File: config.mk
export PLATFORM = sky130hd
export DESIGN_NAME = mem_access_stage
export DESIGN_NICKNAME = d
export VERILOG_FILES = /design/src/rtl/mem_access_stage_pkg.sv /design/src/rtl/mem_access_stage_load_formatter.sv /design/src/rtl/mem_access_stage.sv
export SDC_FILE = /design/constraint.sdc
export NUM_CORES = 1
export LEC_CHECK = 0
export ABC_AREA = 1
export BUFFER_PORTS_ARGS = -buffer_cell sky130_fd_sc_hd__clkbuf_2
export CORE_ASPECT_RATIO = 1.75
export CORE_UTILIZATION = 46
export CTS_CLUSTER_SIZE = 30
export DETAILED_ROUTE_END_ITERATION = 7
export HOLD_SLACK_MARGIN = 0.15
export PLACE_DENSITY = 0.77
export SYNTH_ARGS = -nofsm -noshare
export SYNTH_HDL_FRONTEND = slang
export SYNTH_SLANG_ARGS = --single-unit
File: constraint.sdc
create_clock -name CLK -period 1.99 [get_ports CLK]
set_input_delay 0.597 -clock CLK [delete_from_list [all_inputs] [get_ports CLK]]
set_output_delay 0.597 -clock CLK [all_outputs]
set_load 0.01 [all_outputs]
File: src/rtl/mem_access_stage_pkg.sv
// Shared widths, load/store opcode and FSM encodings for the MEM stage.
package mem_access_stage_pkg;

   localparam int MAS_DATA_W = 32;
   localparam int MAS_REG_AW = 5;

   typedef enum logic [3:0] {
      OP_NONE = 4'd0,
      OP_LB   = 4'd1,
      OP_LH   = 4'd2,
      OP_LW   = 4'd3,
      OP_LBU  = 4'd4,
      OP_LHU  = 4'd5,
      OP_SB   = 4'd6,
      OP_SH   = 4'd7,
      OP_SW   = 4'd8
   } mem_op_e;

   typedef enum logic {
      ST_IDLE     = 1'b0,
      ST_WAIT_ACK = 1'b1
   } state_e;

   function automatic logic op_is_load(input logic [3:0] op);
      return (op >= 4'd1) && (op <= 4'd5);
   endfunction

   function automatic logic op_is_store(input logic [3:0] op);
      return (op >= 4'd6) && (op <= 4'd8);
   endfunction

   // Undefined opcodes decode as NONE, so they are always "aligned".
   function automatic logic op_aligned(input logic [3:0] op, input logic [1:0] off);
      case (op)
         OP_LH, OP_LHU, OP_SH: return ~off[0];
         OP_LW, OP_SW:         return (off == 2'b00);
         default:              return 1'b1;
      endcase
   endfunction

endpackage

File: src/rtl/mem_access_stage_load_formatter.sv
// Combinational load-data extraction: byte/half lane select plus sign or zero extension.
module load_formatter
   import mem_access_stage_pkg::*;
(
   input  logic [3:0]  op,
   input  logic [1:0]  offset,
   input  logic [31:0] rdata,
   output logic [31:0] data
);

   logic [7:0]  byte_sel;
   logic [15:0] half_sel;

   always_comb begin
      case (offset)
         2'd0:    byte_sel = rdata[7:0];
         2'd1:    byte_sel = rdata[15:8];
         2'd2:    byte_sel = rdata[23:16];
         default: byte_sel = rdata[31:24];
      endcase
      half_sel = offset[1] ? rdata[31:16] : rdata[15:0];
   end

   always_comb begin
      case (op)
         OP_LB:   data = {{24{byte_sel[7]}}, byte_sel};
         OP_LBU:  data = {24'h0, byte_sel};
         OP_LH:   data = {{16{half_sel[15]}}, half_sel};
         OP_LHU:  data = {16'h0, half_sel};
         default: data = rdata;
      endcase
   end

endmodule

File: src/rtl/mem_access_stage.sv
// MEM pipeline stage: one handshaked data-memory access per load/store, registered write-back.
module mem_access_stage
   import mem_access_stage_pkg::*;
#(
   parameter int DATA_W = MAS_DATA_W,
   parameter int REG_AW = MAS_REG_AW
) (
   input  logic              CLK,
   input  logic              RST,
   input  logic              ex_valid,
   input  logic              ex_wreg,
   input  logic [REG_AW-1:0] ex_waddr,
   input  logic [DATA_W-1:0] ex_alu_result,
   input  logic [3:0]        ex_mem_op,
   input  logic [DATA_W-1:0] ex_store_data,
   output logic              stall_req,
   output logic              mem_req,
   output logic              mem_we,
   output logic [DATA_W-1:0] mem_addr,
   output logic [DATA_W-1:0] mem_wdata,
   output logic [3:0]        mem_wmask,
   input  logic              mem_ack,
   input  logic [DATA_W-1:0] mem_rdata,
   output logic              misalign_err,
   output logic              wb_write_op,
   output logic [REG_AW-1:0] wb_write_addr,
   output logic [DATA_W-1:0] wb_write_data
);

   state_e            state, state_next;
   logic [3:0]        op_q;
   logic [1:0]        off_q;
   logic [REG_AW-1:0] waddr_q;
   logic              wreg_q;
   logic [DATA_W-1:0] load_data;
   logic              ex_mem, ex_ok, accept;
   logic [DATA_W-1:0] st_wdata;
   logic [3:0]        st_wmask;

   assign ex_mem = op_is_load(ex_mem_op) | op_is_store(ex_mem_op);
   assign ex_ok  = op_aligned(ex_mem_op, ex_alu_result[1:0]);
   assign accept = (state == ST_IDLE) & ex_valid & ex_mem & ex_ok;

   always_comb begin
      st_wdata = ex_store_data;
      st_wmask = 4'b0000;
      case (ex_mem_op)
         OP_SB: begin
            st_wdata = {4{ex_store_data[7:0]}};
            st_wmask = 4'b0001 << ex_alu_result[1:0];
         end
         OP_SH: begin
            st_wdata = {2{ex_store_data[15:0]}};
            st_wmask = 4'b0011 << ex_alu_result[1:0];
         end
         OP_SW:   st_wmask = 4'b1111;
         default: ;
      endcase
   end

   load_formatter u_fmt (
      .op     (op_q),
      .offset (off_q),
      .rdata  (mem_rdata),
      .data   (load_data)
   );

   always_ff @(posedge CLK) begin
      if (RST) state <= ST_IDLE;
      else     state <= state_next;
   end

   always_comb begin
      state_next = state;
      case (state)
         ST_IDLE:     if (accept)  state_next = ST_WAIT_ACK;
         ST_WAIT_ACK: if (mem_ack) state_next = ST_IDLE;
         default:     state_next = ST_IDLE;
      endcase
   end

   // Zero-wait acks release upstream in the same cycle the request is seen.
   always_comb begin
      stall_req = 1'b0;
      case (state)
         ST_IDLE:     stall_req = accept;
         ST_WAIT_ACK: stall_req = ~mem_ack;
         default:     stall_req = 1'b0;
      endcase
   end

   always_ff @(posedge CLK) begin
      if (RST) begin
         mem_req       <= 1'b0;
         mem_we        <= 1'b0;
         mem_addr      <= '0;
         mem_wdata     <= '0;
         mem_wmask     <= 4'b0000;
         misalign_err  <= 1'b0;
         wb_write_op   <= 1'b0;
         wb_write_addr <= '0;
         wb_write_data <= '0;
         op_q          <= 4'd0;
         off_q         <= 2'd0;
         waddr_q       <= '0;
         wreg_q        <= 1'b0;
      end else begin
         misalign_err <= 1'b0;
         wb_write_op  <= 1'b0;
         if (state == ST_IDLE) begin
            if (ex_valid && !ex_mem) begin
               wb_write_op   <= ex_wreg & (ex_waddr != '0);
               wb_write_addr <= ex_waddr;
               wb_write_data <= ex_alu_result;
            end else if (ex_valid && !ex_ok) begin
               misalign_err <= 1'b1;
            end else if (accept) begin
               mem_req   <= 1'b1;
               mem_we    <= op_is_store(ex_mem_op);
               mem_addr  <= {ex_alu_result[DATA_W-1:2], 2'b00};
               mem_wdata <= st_wdata;
               mem_wmask <= st_wmask;
               op_q      <= ex_mem_op;
               off_q     <= ex_alu_result[1:0];
               waddr_q   <= ex_waddr;
               wreg_q    <= ex_wreg;
            end
         end else if (mem_ack) begin
            mem_req <= 1'b0;
            if (op_is_load(op_q)) begin
               wb_write_op   <= wreg_q & (waddr_q != '0);
               wb_write_addr <= waddr_q;
               wb_write_data <= load_data;
            end
         end
      end
   end

endmodule

Yosys cells after proc, flatten, opt, wreduce, memory -nomap -nowiden
Cells that the tools add are included.

storage, ports and cells
  word-level logic and storage cells = 96
  register bits after elaboration = 120
  output and inout port bits = 110
  bits of input ports = 110

cells by class
  reduce and logical (&&, ||, !) cells = 19
  bitwise gates (word level) = 11
  $lt $le $gt $ge = 6
  shifts and indexed selects = 2
  muxes and demuxes = 28
  equality and inequality tests = 16

operator list
  operator            count
  $mux 32             4
  $pmux 32 s4         1
  $pmux 32 s2         1
  $pmux 8 s3          1
  $eq 4x3->1 const B  5
  $mux 5              4
  $mux 16             1
  $eq 4x2->1 const B  3
  $mux 1              12
  $pmux 4 s3          1
  $reduce_bool 5->1   2
  $ge 4x1->1 const B  2
  $le 4x3->1 const B  2
  $reduce_and 4->1    2
  $ne 2x2->1 const B  3
  $pmux 1 s2          3
  $reduce_or 3->1     2
  $and 1x1->1         5
  $logic_and 1x1->1   5
  $not 1->1           5
  $eq 4x1->1 const B  1
  $eq 4x4->1 const B  1
  $ge 4x3->1 const B  1
  $le 4x4->1 const B  1
  other kinds (11)    14

Logic depth before layout (Yosys ltp)
Gate-level depths: netlist of run 1.

  depth after elaboration = 9
  mapped depth = 12
  depth with buffers taken out = 11

Cells and area by module
Synthesis of run 1 repeated with hierarchy kept, for this count alone.

second synthesis, totals
  cell total of the unflattened synthesis = 1,130
  area, all modules = 6,907.9 µm²

modules (own cells, without submodules)
  module            area each (µm²)  cells an instance  times used  sequential area each (µm²)
  mem_access_stage  5,880.6          925                1           2,402.3
  load_formatter    1,027.2          205                1           0.0

Least setup slack after synthesis of run 1
Ideal clock, no wire load.

  path type = input to output
  start = in ex_mem_op[0]
  end = out stall_req
  arrival = 1,475 ps
  cell stages on the path = 8
  path buffers = 2
  required time = 1,393 ps
  path slack = -82 ps
  cells stage by stage = nor2_2 nand3_2 nand3_1 nand3_2 nand2_4 buf_6 buf_6 nand2_1

on the way
  word-level cells in the longest chain between the ends = 6
  elaborated cells between the ends (all ways) = 18
  those cells by class = order compare: 4; eq/ne: 5; mux: 2; bitwise: 3; reduce/logical: 4

RTL lines
  element                                      line                                                    text
  from (decl)                                  mem_access_stage.sv:14                                  input logic [3:0] ex_mem_op,
  $ge 4x1->1 (tied with other cells)           mem_access_stage_pkg.sv:25                              return (op >= 4'd1) && (op <= 4'd5);
  $logic_and 1x1->1, on equally long branches  mem_access_stage_pkg.sv:25, mem_access_stage_pkg.sv:29
  $or 1x1->1                                   mem_access_stage.sv:40                                  assign ex_mem = op_is_load(ex_mem_op) | op_is_store(ex_mem_op);
  $and 1x1->1                                  mem_access_stage.sv:42                                  assign accept = (state == ST_IDLE) & ex_valid & ex_mem & ex_ok;
  $and 1x1->1 (*)                              mem_access_stage.sv:42
  $pmux 1 s2 (*)                               mem_access_stage.sv:85                                  case (state)
  to (decl)                                    mem_access_stage.sv:16                                  output logic stall_req,

Every way passes the cells marked *; elsewhere a longest branch is shown, timed or not.

Worst setup path after layout of run 1
  start = in ex_mem_op[1]
  end = out stall_req

Same word-level chain as after synthesis.

==> impl_metrics.env, run 1 <==
export IMPL_status="finished with violations"
export IMPL_number_of_antenna_violations_at_the_first_check_in_global_routing=0
export IMPL_place_ws_ns=-0.05277
export IMPL_layout_area_overhead_vs_synth_pct=31.48
export IMPL_last_weighted_congestion_value_of_the_routability_driven_placer=0.9329
export IMPL_violations="negative setup slack"
export IMPL_htreeDepth=4
export IMPL_worst_slew_margin_rel=0.6671
export IMPL_grt_setup_unrepaired="yes"
export IMPL_cell_at_the_root_of_the_clock_tree="sky130_fd_sc_hd__clkbuf_16"
export IMPL_grtUsageTotal=0.2856
export IMPL_initial_cell_density_of_the_core=0.4749
export IMPL_num_nets_final=1313
export IMPL_startpoint_type="primary input"
export IMPL_cellInternalPower_mw=5.058
export IMPL_yosys_area_top_type_share=0.3741
export IMPL_route_detailed_wl_per_inst_um=14.72
export IMPL_postCtsHoldBufs=0
export IMPL_finish_utilization=0.6244
export IMPL_setup_violations_final=1
export IMPL_power_switching_mw=2.338
export IMPL_post_route_clock_skew_ns=0.009424
export IMPL_grt_max_degree=56
export IMPL_synth_avg_cell_area_um2=6.540
export IMPL_worstSetupEndpointType="primary output"
export IMPL_row_count=56
export IMPL_holdWs_ns=0.4640
export IMPL_worstMarginPinSlew_ns=0.4987
export IMPL_synthesis_instances=982
export IMPL_core_region_area_um2=13520
export IMPL_timing_max_transition_violations_final=0
export IMPL_layout_filler_cells=1344
export IMPL_power_leakage_nw=4.264
export IMPL_power_sequential_fraction=0.370
export IMPL_hp_class="in2reg"
export IMPL_worstPathArrival_ns=1.42
export IMPL_max_freq_mhz=495.1
export IMPL_worstSkewPairLatency_ns=0.41
export IMPL_top_level_port_count=220
export IMPL_postSynth_topFlopCell="sky130_fd_sc_hd__dfxtp_1"
export IMPL_synth_top_cells_by_area="sky130_fd_sc_hd__dfxtp_1 (37%), sky130_fd_sc_hd__nand2_1 (17%), sky130_fd_sc_hd__nor2_1 (13%), sky130_fd_sc_hd__o21ai_0 (7.6%), sky130_fd_sc_hd__inv_1 (3.9%)"
export IMPL_die_width_um=91.32
export IMPL_num_vias=6984
export IMPL_tritoncts="built"
export IMPL_clkTransAtPathRegs_ns=0.06
export IMPL_post_route_cells_drive_above_1_share=0.2887
export IMPL_report_final_hold_viol_count=0
export IMPL_clkSinkCount=120
export IMPL_cts_made_buffers=17
export IMPL_synth_edff_count=0
export IMPL_synth_cell_type_count=35
export IMPL_p_comb_frac=0.224
export IMPL_final_period_utilization=1.015
export IMPL_sw_frac_of_total=0.3161
export IMPL_max_cap_viol_count=0
export IMPL_drtPass1Iterations=4
export IMPL_detailedPlacementHpwl_um=15750
export IMPL_postRouteAntennaNets=0
export IMPL_yosysWarnings=0
export IMPL_powerDensity_nw_per_um2=875.9
export IMPL_cts_path_max_buffers=2
export IMPL_worst_setup_path_type="in2out"
export IMPL_grt_remaining_overflow=0
export IMPL_yosysSeqAreaShare=0.3741
export IMPL_detail_route_vias_per_cell=5.024
export IMPL_postSynth_asyncResetShare=0
export IMPL_wire_length_of_the_first_global_routing_pass_um=31880
export IMPL_die_height_um=158.3
export IMPL_design_die_area_um2=14460
export IMPL_critPathRequiredTime_ns=1.39
export IMPL_place_port_buffers=217
export IMPL_postSynthRegisterBits=120
export IMPL_vdd_ir_drop_max_mv=0.6405
export IMPL_p_clk_frac=0.406
export IMPL_antenna_diode_count=0
export IMPL_setup_ws_ns=-0.02971
export IMPL_number_of_global_route_vias_before_repair=6602
export IMPL_first_iter_violations=317
export IMPL_final_min_clock_period_ns=2.020
export IMPL_drt_wl_total_um=20450
export IMPL_synthesis_area_um2=6422
export IMPL_crit_path_max_fanout=4
export IMPL_drc_errors=0
export IMPL_post_synth_top_area_cell="sky130_fd_sc_hd__dfxtp_1"
-- metal layers --
layer	global-route usage	part of all wire	vias up
li1	-	-	3515
met1	0.2767	0.35	3132
met2	0.5426	0.54	250
met3	0.04680	0.042	87
met4	0.2071	0.071	0
met5	0	0	-
-- power groups by stage --
stage | registers [mW] | clock network, mW | logic (mW)
2_1_floorplan | 2.86 | 0 | 0.935
3_3_place_gp | 2.78 | 0 | 1.60
3_5_place_dp | 2.79 | 0 | 1.63
4_1_cts | 2.74 | 3.06 | 1.64
5_1_grt | 2.76 | 3.16 | 1.85
6_report | 2.73 | 3.01 | 1.66
-- final cells by class --
cell class                      instances  area [um2]  area share
Tap cell                              174       217.7     0.02578
Inverter                               72       286.5     0.03393
Timing Repair Buffer                  259        1546      0.1831
Multi-Input combinational cell        733        3412      0.4041
Sequential cell                       120        2404      0.2846
Clock buffer                           18       439.2     0.05201
Clock inverter                         14       138.9     0.01645
-- placed cells by master (no fill, tap or decap), types with 6 or more instances in the layout --
master | Yosys | layout
sky130_fd_sc_hd__o21bai_4 | 10 | 10
sky130_fd_sc_hd__dfxtp_1 | 120 | 119
sky130_fd_sc_hd__nor2_1 | 216 | 214
sky130_fd_sc_hd__clkbuf_16 | 0 | 17
sky130_fd_sc_hd__clkbuf_2 | 0 | 213
sky130_fd_sc_hd__inv_1 | 66 | 65
sky130_fd_sc_hd__nand2_2 | 7 | 11
sky130_fd_sc_hd__buf_4 | 17 | 33
sky130_fd_sc_hd__o211ai_1 | 6 | 6
sky130_fd_sc_hd__buf_12 | 1 | 9
sky130_fd_sc_hd__o21ai_0 | 97 | 97
sky130_fd_sc_hd__nand3_1 | 23 | 22
sky130_fd_sc_hd__a21oi_1 | 49 | 49
sky130_fd_sc_hd__nand2_1 | 283 | 279
sky130_fd_sc_hd__nor2_4 | 2 | 6
sky130_fd_sc_hd__a21oi_2 | 12 | 12
sky130_fd_sc_hd__o21bai_1 | 6 | 6
-- synth_stat cells, types with 2 or more instances --
cell type                         n
sky130_fd_sc_hd__o21bai_4        10
sky130_fd_sc_hd__a21oi_1         49
sky130_fd_sc_hd__dfxtp_1        120
sky130_fd_sc_hd__a21oi_2         12
sky130_fd_sc_hd__o211ai_1         6
sky130_fd_sc_hd__o21ai_0         97
sky130_fd_sc_hd__nor2_1         216
sky130_fd_sc_hd__nand3_2          3
sky130_fd_sc_hd__buf_4           17
sky130_fd_sc_hd__inv_2            2
sky130_fd_sc_hd__nand2_4          3
sky130_fd_sc_hd__inv_4            2
sky130_fd_sc_hd__nand2_1        283
sky130_fd_sc_hd__buf_6            5
sky130_fd_sc_hd__nor2_2           3
sky130_fd_sc_hd__o21bai_1         6
sky130_fd_sc_hd__nor2_4           2
sky130_fd_sc_hd__o21ai_2          2
sky130_fd_sc_hd__nand3_1         23
sky130_fd_sc_hd__buf_2           17
sky130_fd_sc_hd__o21a_1           2
sky130_fd_sc_hd__nand4_1          3
sky130_fd_sc_hd__nand2_2          7
sky130_fd_sc_hd__clkbuf_1        13
sky130_fd_sc_hd__inv_1           66
sky130_fd_sc_hd__dlygate4sd1_1    3
sky130_fd_sc_hd__nand3_4          2
-- worst max-delay path: stages --
cell,delay (ns)
sky130_fd_sc_hd__buf_8,0.11
sky130_fd_sc_hd__nor2_4,0.14
sky130_fd_sc_hd__nand2_1,0.07
sky130_fd_sc_hd__nand2_1,0.08
sky130_fd_sc_hd__nand2_2,0.08
sky130_fd_sc_hd__nor2_4,0.13
sky130_fd_sc_hd__nand2_4,0.06
sky130_fd_sc_hd__nand2_2,0.06
sky130_fd_sc_hd__buf_6,0.10
-- worst paths after layout --
| kind | startpoint | end | depth (start not counted) | slack (ns) |
|---|---|---|---|---|
| max | ex_mem_op[1] | stall_req | 9 | -0.03 |
| min | ex_alu_result[24] | mem_addr[24]$_SDFFE_PP0P_ | 3 | 0.46 |
| max reg2reg | off_q[1]$_SDFFE_PP0P_ | wb_write_data[18]$_SDFFE_PP0P_ | 8 | 0.22 |
| min reg2reg | mem_wmask[2]$_SDFFE_PP0P_ | mem_wmask[2]$_SDFFE_PP0P_ | 2 | 0.47 |
-- registers in the layout, summed over array words and instances (netlist names) --
name / count
mem_addr: 30
mem_req: 1
mem_wdata: 32
mem_we: 1
mem_wmask: 4
misalign_err: 1
off_q: 2
op_q: 4
state: 1
waddr_q: 5
wb_write_addr: 5
wb_write_data: 32
wb_write_op: 1
wreg_q: 1
-- logic make-up after synthesis --
logic type | share of synthesized area
AOI/OAI and AO/OA | 0.1785
other | 0.0005839
and+or+nand+nor | 0.3429
buffers and inverters | 0.1040
DFF | 0.3740
-- timing repair --
action,in CTS,in global routing
endpoints found under the setup margin,1,4
pin swaps,0,8
setup buffers,0,3
gates resized for setup,2,21
-- stage by stage --
stage	cells	power [mW]	TNS, ns	cell area, um2
global route	1390	7.771	-0.07729	8444
CTS	1387	7.431	-0.03885	8359
floorplan	983	3.794	-0.03112	6446
detailed placement	1355	4.413	-0.1465	7770
finish	1390	7.397	-0.02971	8444
global placement	1355	4.382	-0.02500	7770
Power figures use the tool's default switching activity.
==> run 2: changes to the inputs <==
GPL_TIMING_DRIVEN = 0   (was default)
==> impl_metrics.env, run 2 (synthesis gave the netlist of run 1 again) <==
export IMPL_num_vias=7139
export IMPL_grt_remaining_overflow=0
export IMPL_critical_path_slowest_cell="sky130_fd_sc_hd__nor2_4"
export IMPL_reg2reg_from="op_q[2]$_SDFFE_PP0P_"
export IMPL_crit_family="simple AND/OR/NAND/NOR gates"
export IMPL_finish_utilization=0.6302
export IMPL_multiInputGateArea_um2=3436
export IMPL_critPathRequiredTime_ns=1.39
export IMPL_die_height_um=158.3
export IMPL_drtPass1Iterations=5
export IMPL_last_weighted_congestion_value_of_the_routability_driven_placer=0.9793
export IMPL_top_level_port_count=220
export IMPL_worstSetupEndpointType="primary output"
export IMPL_vdd_ir_drop_max_mv=0.5887
export IMPL_clkTransAtPathRegs_ns=0.06
export IMPL_worst_slew_margin_rel=0.6435
export IMPL_detail_route_vias_per_cell=5.060
export IMPL_place_ws_ns=-0.4840
export IMPL_grt_max_degree=19
export IMPL_mostFrequentLayoutCells="sky130_fd_sc_hd__nand2_1 (274), sky130_fd_sc_hd__nor2_1 (214), sky130_fd_sc_hd__clkbuf_2 (212), sky130_fd_sc_hd__dfxtp_1 (120), sky130_fd_sc_hd__o21ai_0 (97)"
export IMPL_cts_made_buffers=17
export IMPL_crit_path_max_fanout=6
export IMPL_clkSinkCount=120
export IMPL_wire_length_of_the_first_global_routing_pass_um=33540
export IMPL_worstPathArrival_ns=1.40
export IMPL_number_of_antenna_violations_at_the_first_check_in_global_routing=0
export IMPL_layout_filler_cells=1298
export IMPL_setup_violations_final=1
export IMPL_drc_errors=0
export IMPL_largestRegisters="mem_wdata x32, wb_write_data x32, mem_addr x30"
export IMPL_htreeDepth=4
export IMPL_post_route_cells_drive_above_1_share=0.2894
export IMPL_row_count=56
export IMPL_status="finished with violations"
export IMPL_final_period_utilization=1.001
export IMPL_tritoncts="built"
export IMPL_route_detailed_wl_per_inst_um=15.55
export IMPL_first_iter_violations=325
export IMPL_startpoint="ex_mem_op[3]"
export IMPL_worstSkewPairLatency_ns=0.42
export IMPL_final_seq_area_um2=2402
export IMPL_die_width_um=91.32
export IMPL_max_freq_mhz=501.8
export IMPL_critical_path_reg2reg_endpoint="wb_write_data[12]$_SDFFE_PP0P_"
export IMPL_final_min_clock_period_ns=1.993
export IMPL_detailedPlacementHpwl_um=17230
export IMPL_violations="negative setup slack"
export IMPL_grtUsageTotal=0.3044
export IMPL_initial_cell_density_of_the_core=0.4749
export IMPL_antenna_diode_count=0
export IMPL_number_of_global_route_vias_before_repair=6873
export IMPL_cts_path_max_buffers=2
export IMPL_max_stage_delay_ns=0.15
export IMPL_worst_path_buf_inv=2
export IMPL_design_die_area_um2=14460
export IMPL_place_port_buffers=217
export IMPL_setup_ws_ns=-0.002642
export IMPL_drt_wl_total_um=21940
export IMPL_num_nets_final=1334
export IMPL_worst_r2r_setup_slack_ns=0.26
export IMPL_post_route_clock_skew_ns=0.01257
export IMPL_max_cap_viol_count=0
export IMPL_report_final_hold_viol_count=0
export IMPL_most_common_cell_after_layout_fill_and_taps_aside="sky130_fd_sc_hd__nand2_1"
export IMPL_postRouteAntennaNets=0
export IMPL_rr_worst_depth=9
export IMPL_layout_area_overhead_vs_synth_pct=32.69
export IMPL_hp_class="in2reg"
export IMPL_grt_setup_unrepaired="yes"
export IMPL_power_leakage_nw=4.303
export IMPL_path_depth=8
export IMPL_core_region_area_um2=13520
export IMPL_timing_max_transition_violations_final=0
export IMPL_critical_path_endpoint="stall_req"
export IMPL_crit_chain="buf_6 > nor2_4 > nand2_2 > nand3_4 > nand3_4 > nand2_4 > nand2_4 > buf_8"
export IMPL_total_power_mw=7.632
export IMPL_worst_setup_path_type="in2out"
export IMPL_powerDensity_nw_per_um2=895.5
export IMPL_cell_at_the_root_of_the_clock_tree="sky130_fd_sc_hd__clkbuf_16"
export IMPL_startpoint_type="primary input"
export IMPL_worstMarginPinSlew_ns=0.5347
==> run 2: cell types whose count changed in the layout (fill, tap and decap cells not counted), sizes merged <==
cell and change:
buf +4, clkinv -4, clkinvlp +1, clkbuf +12, inv +3, dlygate4sd1 +3, bufbuf +1, bufinv +1
==> run 2: how the worst min path moves through the flow <==
stage,from,endpoint,slack (ns),depth (start not counted)
2_1_floorplan,waddr_q[3]$_SDFFE_PP0P_,waddr_q[3]$_SDFFE_PP0P_,0.44,2
4_1_cts,RST,op_q[3]$_SDFFE_PP0P_,0.41,2
5_1_grt,RST,op_q[3]$_SDFFE_PP0P_,0.43,2
3_5_place_dp,wb_write_data[4]$_SDFFE_PP0P_,wb_write_data[4]$_SDFFE_PP0P_,0.46,2
3_3_place_gp,mem_wmask[2]$_SDFFE_PP0P_,mem_wmask[2]$_SDFFE_PP0P_,0.45,2
6_report,RST,op_q[3]$_SDFFE_PP0P_,0.42,2
==> run 2: metal layers <==
metal	wire, um	vias to the layer above	global-route usage	part of all wire
met1	7563	3217	0.2842	0.34
met3	971	79	0.05205	0.044
li1	-	3562	-	-
met5	0	-	0	0
met4	1559	0	0.2381	0.071
met2	11840	281	0.5815	0.54
==> run 2: area by class of cell <==
| cell class | instances | area share |
|---|---|---|
| buffer | 56 | 0.04272 |
| clock buffer | 17 | 0.04992 |
| clock inverter | 15 | 0.02144 |
| inverter | 72 | 0.03392 |
| multi-input combinational | 733 | 0.4032 |
| sequential | 120 | 0.2819 |
| tap | 174 | 0.02555 |
| timing repair buffer | 224 | 0.1414 |
==> run 2: power breakdown <==
part / switching [mW] / total, mW / internal (mW)
logic: 1.04 / 1.69 / 0.652
registers: 0.112 / 2.73 / 2.61
clock network: 1.31 / 3.21 / 1.90
total: 2.46 / 7.63 / 5.17
==> run 2: stage by stage <==
step	area, um2	TNS (ns)	std cells	hold slack [ns]
floorplan	6446	-0.03112	983	0.4443
global placement	7750	-3.009	1374	0.4524
detailed placement	7750	-3.636	1374	0.4591
CTS	8441	-0.1659	1409	0.4070
global route	8522	-0.06589	1411	0.4275
finish	8522	-0.002642	1411	0.4199
==> run 2: worst reg2reg max path, stage by stage, from the launching register on <==
cell and delay [ns]:
sky130_fd_sc_hd__dfxtp_1 0.36, sky130_fd_sc_hd__inv_1 0.05, sky130_fd_sc_hd__nor2_1 0.18, sky130_fd_sc_hd__nand2_1 0.10, sky130_fd_sc_hd__nand2_2 0.24, sky130_fd_sc_hd__buf_4 0.24, sky130_fd_sc_hd__o211ai_1 0.10, sky130_fd_sc_hd__nand3_1 0.14
sky130_fd_sc_hd__nand2_1 0.10, sky130_fd_sc_hd__a21oi_1 0.16
==> run 2: repair_timing <==
item,CTS,global route
setup endpoints to repair,1,1
buffers inserted,4,3
pin swaps,6,11
resized for setup,13,27
hold buffers,0,0
